## config.mk

```make
export PLATFORM = sky130hd
export DESIGN_NAME = demux_rr_dispatcher_flat
export DESIGN_NICKNAME = d
export VERILOG_FILES = /design/src/rtl/demux_rr_dispatcher_if.sv /design/src/rtl/demux_rr_dispatcher.sv /design/src/flat_wrapper.sv
export SDC_FILE = /design/constraint.sdc
export NUM_CORES = 1
export LEC_CHECK = 0
export BUFFER_PORTS_ARGS = -buffer_cell sky130_fd_sc_hd__buf_4
export CAP_MARGIN = 20
export CELL_PAD_IN_SITES_DETAIL_PLACEMENT = 0
export CELL_PAD_IN_SITES_GLOBAL_PLACEMENT = 1
export CORE_MARGIN = 1
export CORE_UTILIZATION = 35
export CTS_CLUSTER_DIAMETER = 60
export DETAILED_ROUTE_END_ITERATION = 7
export GPL_ROUTABILITY_DRIVEN = 0
export GPL_TIMING_DRIVEN = 1
export PLACE_DENSITY = 0.82
export SLEW_MARGIN = 25
export SYNTH_ARGS = -nofsm -noshare
export SYNTH_HDL_FRONTEND = slang
export SYNTH_SLANG_ARGS = --single-unit
```

## constraint.sdc

```tcl
create_clock -name clk -period 4.6 [get_ports clk]
set_input_delay 0.92 -clock clk [delete_from_list [all_inputs] [get_ports clk]]
set_output_delay 0.92 -clock clk [all_outputs]
set_load 0.05 [all_outputs]
```

## src/rtl/demux_rr_dispatcher_if.sv

```systemverilog
// rtl/demux_rr_dispatcher_if.sv - stream bundle between the dispatcher and its source/sinks
// master: upstream source plus downstream ready; slave: the dispatcher itself.
interface demux_rr_dispatcher_if #(
  parameter int DATA_W = 8
);
  logic              in_valid;
  logic              in_ready;
  logic [DATA_W-1:0] in_data;
  logic              in_last;
  logic [7:0]        out_valid;
  logic [7:0]        out_ready;
  logic [DATA_W-1:0] out_data;
  logic              out_last;

  modport master (
    output in_valid, in_data, in_last, out_ready,
    input  in_ready, out_valid, out_data, out_last
  );

  modport slave (
    input  in_valid, in_data, in_last, out_ready,
    output in_ready, out_valid, out_data, out_last
  );
endinterface

```

## src/rtl/demux_rr_dispatcher.sv

```systemverilog
// rtl/demux_rr_dispatcher.sv - round-robin burst dispatcher driving a 1-to-8 demux select
// Optional per-channel enable mask: define DEMUX_MASK_EN to add the chan_en port.
module demux_rr_dispatcher #(
  parameter int DATA_W    = 8,
  parameter int MAX_BURST = 16
) (
  input  logic                   clk,
  input  logic                   rst,
  demux_rr_dispatcher_if.slave   bus,
`ifdef DEMUX_MASK_EN
  input  logic [7:0]             chan_en,
`endif
  output logic [2:0]             cur_sel,
  output logic                   busy
);
  localparam int CNT_W = (MAX_BURST > 1) ? $clog2(MAX_BURST) : 1;
  localparam logic [CNT_W-1:0] LAST_BEAT = CNT_W'(MAX_BURST - 1);

  typedef enum logic {IDLE, XFER} state_t;

  state_t           state_q, state_d;
  logic [2:0]       cur_sel_q, cur_sel_d;
  logic [2:0]       last_grant_q, last_grant_d;
  logic [CNT_W-1:0] beat_cnt_q, beat_cnt_d;
  logic             busy_q, busy_d;

  logic [7:0] en_mask;
  logic [7:0] elig;
  logic [2:0] grant;
  logic [2:0] cand;
  logic       grant_found;
  logic       xfer_last;
  logic       hs;

`ifdef DEMUX_MASK_EN
  assign en_mask = chan_en;
`else
  assign en_mask = 8'hFF;
`endif

  assign elig = bus.out_ready & en_mask;

  // Search starts one past the last finished grant; i=8 wraps back onto last_grant itself.
  always_comb begin
    grant       = last_grant_q;
    grant_found = 1'b0;
    cand        = '0;
    for (int i = 1; i <= 8; i++) begin
      cand = last_grant_q + 3'(i);
      if (!grant_found && elig[cand]) begin
        grant       = cand;
        grant_found = 1'b1;
      end
    end
  end

  assign xfer_last = bus.in_last | (beat_cnt_q == LAST_BEAT);

  always_comb begin
    bus.out_valid = '0;
    bus.in_ready  = 1'b0;
    bus.out_last  = 1'b0;
    if (state_q == XFER) begin
      bus.out_valid[cur_sel_q] = bus.in_valid;
      bus.in_ready             = bus.out_ready[cur_sel_q];
      bus.out_last             = xfer_last;
    end
  end

  assign bus.out_data = bus.in_data;
  assign hs           = bus.in_valid & bus.in_ready;

  always_comb begin
    state_d      = state_q;
    cur_sel_d    = cur_sel_q;
    last_grant_d = last_grant_q;
    beat_cnt_d   = beat_cnt_q;
    busy_d       = busy_q;
    case (state_q)
      IDLE: begin
        if (bus.in_valid && grant_found) begin
          cur_sel_d  = grant;
          beat_cnt_d = '0;
          busy_d     = 1'b1;
          state_d    = XFER;
        end
      end
      XFER: begin
        if (hs) begin
          beat_cnt_d = beat_cnt_q + CNT_W'(1);
          if (xfer_last) begin
            last_grant_d = cur_sel_q;
            busy_d       = 1'b0;
            state_d      = IDLE;
          end
        end
      end
      default: begin
        busy_d  = 1'b0;
        state_d = IDLE;
      end
    endcase
  end

  always_ff @(posedge clk) begin
    if (rst) begin
      state_q      <= IDLE;
      cur_sel_q    <= 3'd0;
      last_grant_q <= 3'd7;
      beat_cnt_q   <= '0;
      busy_q       <= 1'b0;
    end else begin
      state_q      <= state_d;
      cur_sel_q    <= cur_sel_d;
      last_grant_q <= last_grant_d;
      beat_cnt_q   <= beat_cnt_d;
      busy_q       <= busy_d;
    end
  end

  assign cur_sel = cur_sel_q;
  assign busy    = busy_q;
endmodule
```

## src/flat_wrapper.sv

```systemverilog
// flat-port wrapper written by rule: the top's interface ports become plain ports
module demux_rr_dispatcher_flat 
#(
  parameter int DATA_W    = 8,
  parameter int MAX_BURST = 16
)
  (clk, rst, cur_sel, busy, bus_in_valid, bus_in_data, bus_in_last, bus_out_ready, bus_in_ready, bus_out_valid, bus_out_data, bus_out_last);
  demux_rr_dispatcher_if #(.DATA_W(DATA_W)) bus_i ();
  input  logic clk;
  input  logic rst;
  output logic [2:0] cur_sel;
  output logic busy;
  input wire logic [$bits(bus_i.in_valid)-1:0] bus_in_valid;
  input wire logic [$bits(bus_i.in_data)-1:0] bus_in_data;
  input wire logic [$bits(bus_i.in_last)-1:0] bus_in_last;
  input wire logic [$bits(bus_i.out_ready)-1:0] bus_out_ready;
  output wire logic [$bits(bus_i.in_ready)-1:0] bus_in_ready;
  output wire logic [$bits(bus_i.out_valid)-1:0] bus_out_valid;
  output wire logic [$bits(bus_i.out_data)-1:0] bus_out_data;
  output wire logic [$bits(bus_i.out_last)-1:0] bus_out_last;
  assign bus_i.in_valid = bus_in_valid;
  assign bus_i.in_data = bus_in_data;
  assign bus_i.in_last = bus_in_last;
  assign bus_i.out_ready = bus_out_ready;
  assign bus_in_ready = bus_i.in_ready;
  assign bus_out_valid = bus_i.out_valid;
  assign bus_out_data = bus_i.out_data;
  assign bus_out_last = bus_i.out_last;
  demux_rr_dispatcher #(.DATA_W(DATA_W), .MAX_BURST(MAX_BURST)) u_core (.clk(clk), .rst(rst), .bus(bus_i), .cur_sel(cur_sel), .busy(busy));
endmodule
```

Word level (Yosys, flattened, before mapping) --
Cells that the tools add are included. W data, S select, Z words.
Word-level totals: register bits 12
Operators by class: $add $sub $neg 8, $lt $le $gt $ge 10, equality and inequality tests 4, multiplexer cells 50, bitwise operators 4, reductions and logical operators 20
Operators with widths (number):
- $lt A3 B4 Y1 const B | 9
- $bmux W1 S3 | 9
- $mux W1 | 26
- $mux W3 | 8
- $add A3 B3 Y3 const B | 4
- $logic_and A1 B1 Y1 | 9
- $and A8 B8 Y8 | 1
- $mux W4 | 2
- $mux W8 | 1
- $pmux W4 S2 | 1
- $logic_not A1 Y1 | 7
- $add A3 B2 Y3 const B | 2
- $reduce_and A3 Y1 | 2
- $add A4 B1 Y4 const B | 1
- $eq A4 B4 Y1 const B | 1
- $ne A2 B2 Y1 const B | 2
- $pmux W1 S2 | 2
- $reduce_and A2 Y1 | 2
- $add A3 B1 Y3 const B | 1
- $demux W1 S3 | 1
- $ge A3 B1 Y1 const B | 1
- $ne A2 B1 Y1 const B | 1
- $and A1 B1 Y1 | 1
- $not A1 Y1 | 1
- $or A1 B1 Y1 | 1

Logic depth before layout (Yosys ltp) --
Gate-level depths: netlist of the first run.
word-level depth 28, depth in mapped cells 13, mapped depth without buffers 9

Least setup slack after synthesis of the first run --
OpenSTA, ideal clock, no wires.
path kind flip-flop to flip-flop, start point register u_core.last_grant_q[0], end point register u_core.cur_sel_q[0] (netlist: u_core.cur_sel[0]), data arrival time 3143 ps, required time 4537 ps, slack 1395 ps, cell stages (with the launch flop) 14, clock period less this slack 3205 ps, path through dfxtp_1 -> buf_6 -> clkbuf_1 -> inv_1 -> ha_1 -> buf_2 -> mux2_1 -> mux2i_1 -> a221o_1 -> nor4bb_1 -> buf_6 -> a221oi_1 -> or4_1 -> nand3_1
Between the ends: word-level cells in the longest chain between the ends 27, elaborated cells on any way between the ends 55
RTL lines:
- start, declared | line demux_rr_dispatcher.sv:23 | logic [2:0] last_grant_q, last_grant_d;
- start signal, assigned | line demux_rr_dispatcher.sv:115 | last_grant_q <= last_grant_d;
- $add A3 B1 Y3 | line demux_rr_dispatcher.sv:49 | cand = last_grant_q + 3'(i);
- $bmux W1 S3 | line demux_rr_dispatcher.sv:50 | if (!grant_found && elig[cand]) begin
- $mux W1 (not written as such) | line demux_rr_dispatcher.sv:50
- $mux W1 | line demux_rr_dispatcher.sv:50
- $logic_not A1 Y1 | line demux_rr_dispatcher.sv:50
- $logic_and A1 B1 Y1 | line demux_rr_dispatcher.sv:50
- $mux W1 | line demux_rr_dispatcher.sv:50
- $logic_not A1 Y1 | line demux_rr_dispatcher.sv:50
- (+11 left out)
- $logic_not A1 Y1 | line demux_rr_dispatcher.sv:50
- $logic_and A1 B1 Y1 | line demux_rr_dispatcher.sv:50
- $mux W1 | line demux_rr_dispatcher.sv:50
- $logic_not A1 Y1 | line demux_rr_dispatcher.sv:50
- $logic_and A1 B1 Y1 | line demux_rr_dispatcher.sv:50
- $mux W1 | line demux_rr_dispatcher.sv:50
- $logic_and A1 B1 Y1 | line demux_rr_dispatcher.sv:81 | if (bus.in_valid && grant_found) begin
- $reduce_and A2 Y1 (no source line)
- end signal, assigned | line demux_rr_dispatcher.sv:114 | cur_sel_q <= cur_sel_d;
- end, declared | line demux_rr_dispatcher.sv:22 | logic [2:0] cur_sel_q, cur_sel_d;
Parallel ways exist; a longest one is shown, timed or not. The select of a mux whose other input is x is not followed. A chain may end at the register's enable or synchronous reset.

Worst setup path after layout of the first run --
Ends and elaborated chain as after synthesis.

==> impl_metrics.toml, run 1 <==
[status]
status = "complete, no violations"

[cts]
clk_pin_slew_ps = 50
htreeDepth = 1
clockBufferDepth = 2
clkLatencyLatePin_ps = 240
cts_made_buffers = 3
cts.sinks = 12
cts-root-buf = "clkbuf_8"
tritoncts = "built"
ctsResizeCount = 0
post_cts_buffers = 0
postCtsHoldBufs = 0

[synth]
ys_top_cells_by_count = "nor2_1, dfxtp_1, a21oi_1, mux4_2, mux2i_1"
synth_top_area_cell = "dfxtp_1"
synth_edf_count = 0
synth_fp_nets = 193
ys_ff_latch = 12
yosysMostFrequentCell = "nor2_1"
synth.area.top_cells = "dfxtp_1, mux4_2, mux2i_1"
ys.flop_type = "dfxtp_1"
seq_area_frac_synth_pct = 16.3
synthArstFlopShare_pct = 0
ys.warnings.count = 0
postSynthAreaPerCell_sq_um = 8.69
synth.distinct_cells = 47
synthesis.instances = 170
syn_area_sq_mm = 0.00148
synth_top_area_share_pct = 16.3

[detailed_routing]
detail_route.drc_violations = 0
firstDrtPassIters = 4
via_count = 1357
detail_route.wl_per_cell_um = 15.9
ant_nets = 0
drtIter0Drc = 56
drt_wl_total_um = 3700
via_per_inst = 5.82

[worst_setup_path]
crit_type = "reg2reg"
path_max_fanout = 18
timing.rr.start = "u_core.last_grant_q[0]"
startpoint_type = "flop"
worstSetupEndpointType = "flop"
crit_start = "u_core.last_grant_q[0]"
cp.required_ps = 4780
crit_arrival_ps = 3780

[timing]
finalClockSkew_ps = 0.596
fin_crit_ps = 3600
fin_crit_sh_pct = 78.2
tns_ps = 0
worst_slew_pin_slew_ps = 729
rsz0062_at_grt = "no"
slew_headroom_pct = 51.3
setup_viol = 0
finalMaxSlewViolations = 0
hold_violations = 0
max_freq_mhz = 278

[finish]
stdcell_count = 233
utilization_pct = 41.7
fin_nets = 207
antenna_cells = 0
fillCellCount = 426
area_delta_synth_final_pct = 13.6
seq_area_sq_um = 240
fin_area_sq_mm = 0.00168
layout-drive-gt1-share_pct = 29.0
multi_input_area_sq_mm = 0.00109

[die]
die_x_um = 67.0
rows = 23
dieHeight_um = 67.0
die_area_sq_mm = 0.00449
core_sq_mm = 0.00403
start_util_pct = 36.7
ios = 42

[worst_hold_path]
min_from = "u_core.busy"
min_path_type = "reg2reg"

[grt]
grt_max_degree = 19
grt_pass1_vias = 1260
grt-ovfl-total = 0
grtUsageTotal_pct = 17.3
grt_pass1_wl_um = 5850
grt_antenna_before_repair = 0

[place]
dp_hpwl_um = 2820
placed_area_sq_mm = 0.00162
io_buffers = 25
dp.cells = 229

[job]
cap_violations = 0

[power_and_ir_drop]
p_per_area_mw_per_mm2 = 244
ir_drop_uv = 198
p_leak_uw = 0.000679
## kinds of logic (layout without fill, tap and decap cells)
group | count (synthesis) | count (layout) | share of synthesized area [%]
mux | 28 | 28 | 28.2
xor+xnor | 5 | 5 | 4.23
simple gates | 59 | 59 | 20.1
fa+ha+maj | 3 | 3 | 2.54
compound gates | 38 | 38 | 18.9
buf+inv | 25 | 38 | 9.82
flops | 12 | 12 | 16.3
## path summary, 6_finish.rpt
| kind | slack (ps) | cells past startpoint | endpoint |
|---|---|---|---|
| max | 1000 | 10 | u_core.cur_sel[0] |
| min | 490 | 2 | u_core.busy |
| max reg2reg | 1000 | 10 | u_core.cur_sel[0] |
| min reg2reg | 490 | 2 | u_core.busy |
## critical path, stage by stage (launching register included)
cell and delay (ps):
dfxtp_1 790, inv_1 240, ha_1 600, mux2_1 410, mux2i_1 170, a221o_1 240
nor4bb_1 300, buf_4 200, a221oi_1 100, or4_1 410, nand3_1 70
## routing by layer
layer | vias up | track usage [%] | part of all wire (%)
li1 | 660 | - | -
met1 | 649 | 24.5 | 47
met2 | 44 | 26.5 | 46
met3 | 4 | 3.94 | 6.0
met4 | 0 | 3.46 | 0.57
met5 | - | 0 | 0
## final cells by class
| cell class | count | area share [%] |
|---|---|---|
| repair buffers | 27 | 12.1 |
| clock buffers | 4 | 3.28 |
| well taps | 50 | 3.73 |
| inverters | 7 | 1.56 |
| flip-flops and latches | 12 | 14.3 |
| multi-input cells | 133 | 65.1 |
## through the flow
stage	hold slack [ps]	power (uW)	setup slack, ps
after detailed placement	488	296	1030
after CTS	496	410	1000
final	493	409	1000
after floorplan	465	270	1390
after global placement	476	296	1110
after global routing	543	434	708
## cells in the final DEF (no fill, tap or decap), types with 6 or more instances in the layout
cell type,count
inv_1,6
mux2_2,6
nand3_1,7
nand2_1,7
mux4_2,10
a21oi_1,10
buf_4,27
mux2i_1,9
nor3_1,6
a211oi_1,6
dfxtp_1,12
nor2_1,22
## report_power, final
part	leakage, uW	switching, uW	internal (uW)	total, uW
registers	0.0000980	13.2	110	123
logic	0.000552	98.2	74.2	172
clock network	0.0000288	37.8	75.5	113
## sequential cells by signal, summed over array words and instances (netlist names)
register,cells
u_core.state_q,1
u_core.beat_cnt_q,4
u_core.last_grant_q,3
u_core.busy,1
u_core.cur_sel,3
(Power assumes the default switching activity.)
==> run 2, diff against run 1 <==
==> constraint.sdc (replaced) <==
create_clock -name clk -period 3.7 [get_ports clk]
set_input_delay 0.74 -clock clk [delete_from_list [all_inputs] [get_ports clk]]
set_output_delay 0.74 -clock clk [all_outputs]
set_load 0.05 [all_outputs]
==> run 2 against run 1 <==
- combinational power rose by 27%
- setup slack got worse by 300 ps
- first-iteration DRC count fell by 8.9%
- sequential share of layout area fell by 0.064 points
- clock-buffer cell count did not move
- via count rose by 0.44%
- sequential power rose by 23%
- die area did not move
- flip-flop and latch count did not move
- largest power group unchanged
==> impl_metrics.toml, run 2 (same netlist as run 1, synthesis figures left out) <==
[cts]
clockBufferDepth = 2
ctsResizeCount = 0
cts-root-buf = "clkbuf_8"
post_cts_buffers = 0
tritoncts = "built"
cts.sinks = 12
postCtsHoldBufs = 0
clkLatencyLatePin_ps = 240
clk_pin_slew_ps = 50
cts_made_buffers = 3
htreeDepth = 1

[timing]
finalMaxSlewViolations = 0
tns_ps = 0
setup_viol = 0
finalClockSkew_ps = 1.42
fin_ws_ps = 698
slew_headroom_pct = 54.4
fin_crit_ps = 3000
max_freq_mhz = 333
fin_crit_sh_pct = 81.1
worst_slew_pin_slew_ps = 683
hold_violations = 0
rsz0062_at_grt = "no"

[grt]
grt_max_degree = 18
grtUsageTotal_pct = 18.0
grt-ovfl-total = 0
grt_pass1_vias = 1218
grt_antenna_before_repair = 0
grt_pass1_wl_um = 6090

[detailed_routing]
drtIter0Drc = 51
detail_route.drc_violations = 0
wl_met1_um = 1830
firstDrtPassIters = 4
via_count = 1363
routed.top_layer = "met3"
ant_nets = 0
route.met3.wl_um = 164
detail_route.wl_per_cell_um = 15.8
via_per_inst = 5.82
met2_length_um = 1710
drt_wl_total_um = 3700

[worst_setup_path]
cp.required_ps = 3890
r2r_end = "u_core.cur_sel[0]"
crit_chain = "inv_1 -> ha_1 -> mux2_1 -> mux2i_1 -> a221o_1 -> nor4bb_1 -> buf_4 -> a221oi_1 -> or4_1 -> nand3_1"
timing.rr.start = "u_core.last_grant_q[0]"
critPathCapture = "u_core.cur_sel[0]"
path_depth = 10
worstSetupEndpointType = "flop"
cp_top_family = "simple AND/OR/NAND/NOR gates"
path_max_fanout = 11
crit_type = "reg2reg"
cp_slowest_cell = "ha_1"
timing.reg2reg.worst_path_depth = 10
crit_start = "u_core.last_grant_q[0]"
startpoint_type = "flop"
max_stage_delay_ps = 560
crit_arrival_ps = 3190
critPathBufInv = 2
ff2ff_setup_slack_ps = 700

[power_and_ir_drop]
p_int_uw = 324
total_power_uw = 514
netSwitchingFraction_pct = 37.0
ir_drop_uv = 163
p_per_area_mw_per_mm2 = 305
p_leak_uw = 0.000683
seqPwrFrac_pct = 29.4
comb_power_share_pct = 42.3
power_frac_clock_pct = 28.3
p_switching_uw = 190

[worst_hold_path]
min_path_type = "reg2reg"

[die]
core_sq_mm = 0.00403
rows = 23
ios = 42
die_area_sq_mm = 0.00449
dieHeight_um = 67.0
start_util_pct = 36.7
die_x_um = 67.0

[finish]
final_cell_mix = "buf_4, nor2_1, dfxtp_1, mux4_2, a21oi_1"
fin_nets = 208
antenna_cells = 0
final_common_cell = "buf_4"
fillCellCount = 416
stdcell_count = 234
area_delta_synth_final_pct = 14.1
layout-drive-gt1-share_pct = 29.3
top_register = "u_core.beat_cnt_q"
largest_reg_flops = 4

[place]
io_buffers = 25
dp_slack_ps = 736
dp_hpwl_um = 2800
dp.cells = 230

[job]
cap_violations = 0

[status]
status = "complete, no violations"
[run 2: final cells by class]
cell class / count / area, sq um / share of cell area [%]
Tap cell: 50 / 62.6 / 3.71
Multi-Input combinational cell: 133 / 1090 / 64.8
Sequential cell: 12 / 240 / 14.2
Clock buffer: 4 / 55.1 / 3.26
Timing Repair Buffer: 28 / 210 / 12.5
Inverter: 7 / 26.3 / 1.56
[run 2: worst register-to-register path: stages, from the launching register on]
cell      delay, ps
dfxtp_1         320
inv_1           100
ha_1            560
mux2_1          410
mux2i_1         150
a221o_1         280
nor4bb_1        300
buf_4           200
a221oi_1        110
or4_1           430
nand3_1          70
[run 2: metal layers]
metal	vias to the layer above	global-route usage, %
met3	0	3.60
met2	39	27.4
met5	-	0
met4	0	1.60
li1	664	-
met1	660	26.8
[run 2: power by group through the flow]
stage                     clock network [uW]  logic (uW)  registers (uW)
after floorplan                            0         174             161
after global placement                     0         215             154
after detailed placement                   0         216             154
after CTS                                149         216             151
after global routing                     155         235             153
final                                    145         218             151
[run 2: how the worst min path moves through the flow]
stage / startpoint / endpoint / slack [ps] / cells after the start
after floorplan: u_core.beat_cnt_q[1] / u_core.beat_cnt_q[1] / 460 / 2
after global placement: u_core.busy / u_core.busy / 480 / 2
after detailed placement: u_core.beat_cnt_q[1] / u_core.beat_cnt_q[1] / 490 / 2
after CTS: u_core.beat_cnt_q[1] / u_core.beat_cnt_q[1] / 500 / 2
after global routing: u_core.beat_cnt_q[1] / u_core.beat_cnt_q[1] / 550 / 2
final: u_core.beat_cnt_q[1] / u_core.beat_cnt_q[1] / 500 / 2
[run 2: per-stage QoR]
step,cell area (sq um),util [%],hold slack (ps)
after floorplan,1480,-,465
after global placement,1630,40.5,475
after detailed placement,1630,40.5,488
after CTS,1690,41.9,496
after global routing,1690,41.9,547
final,1690,41.9,500
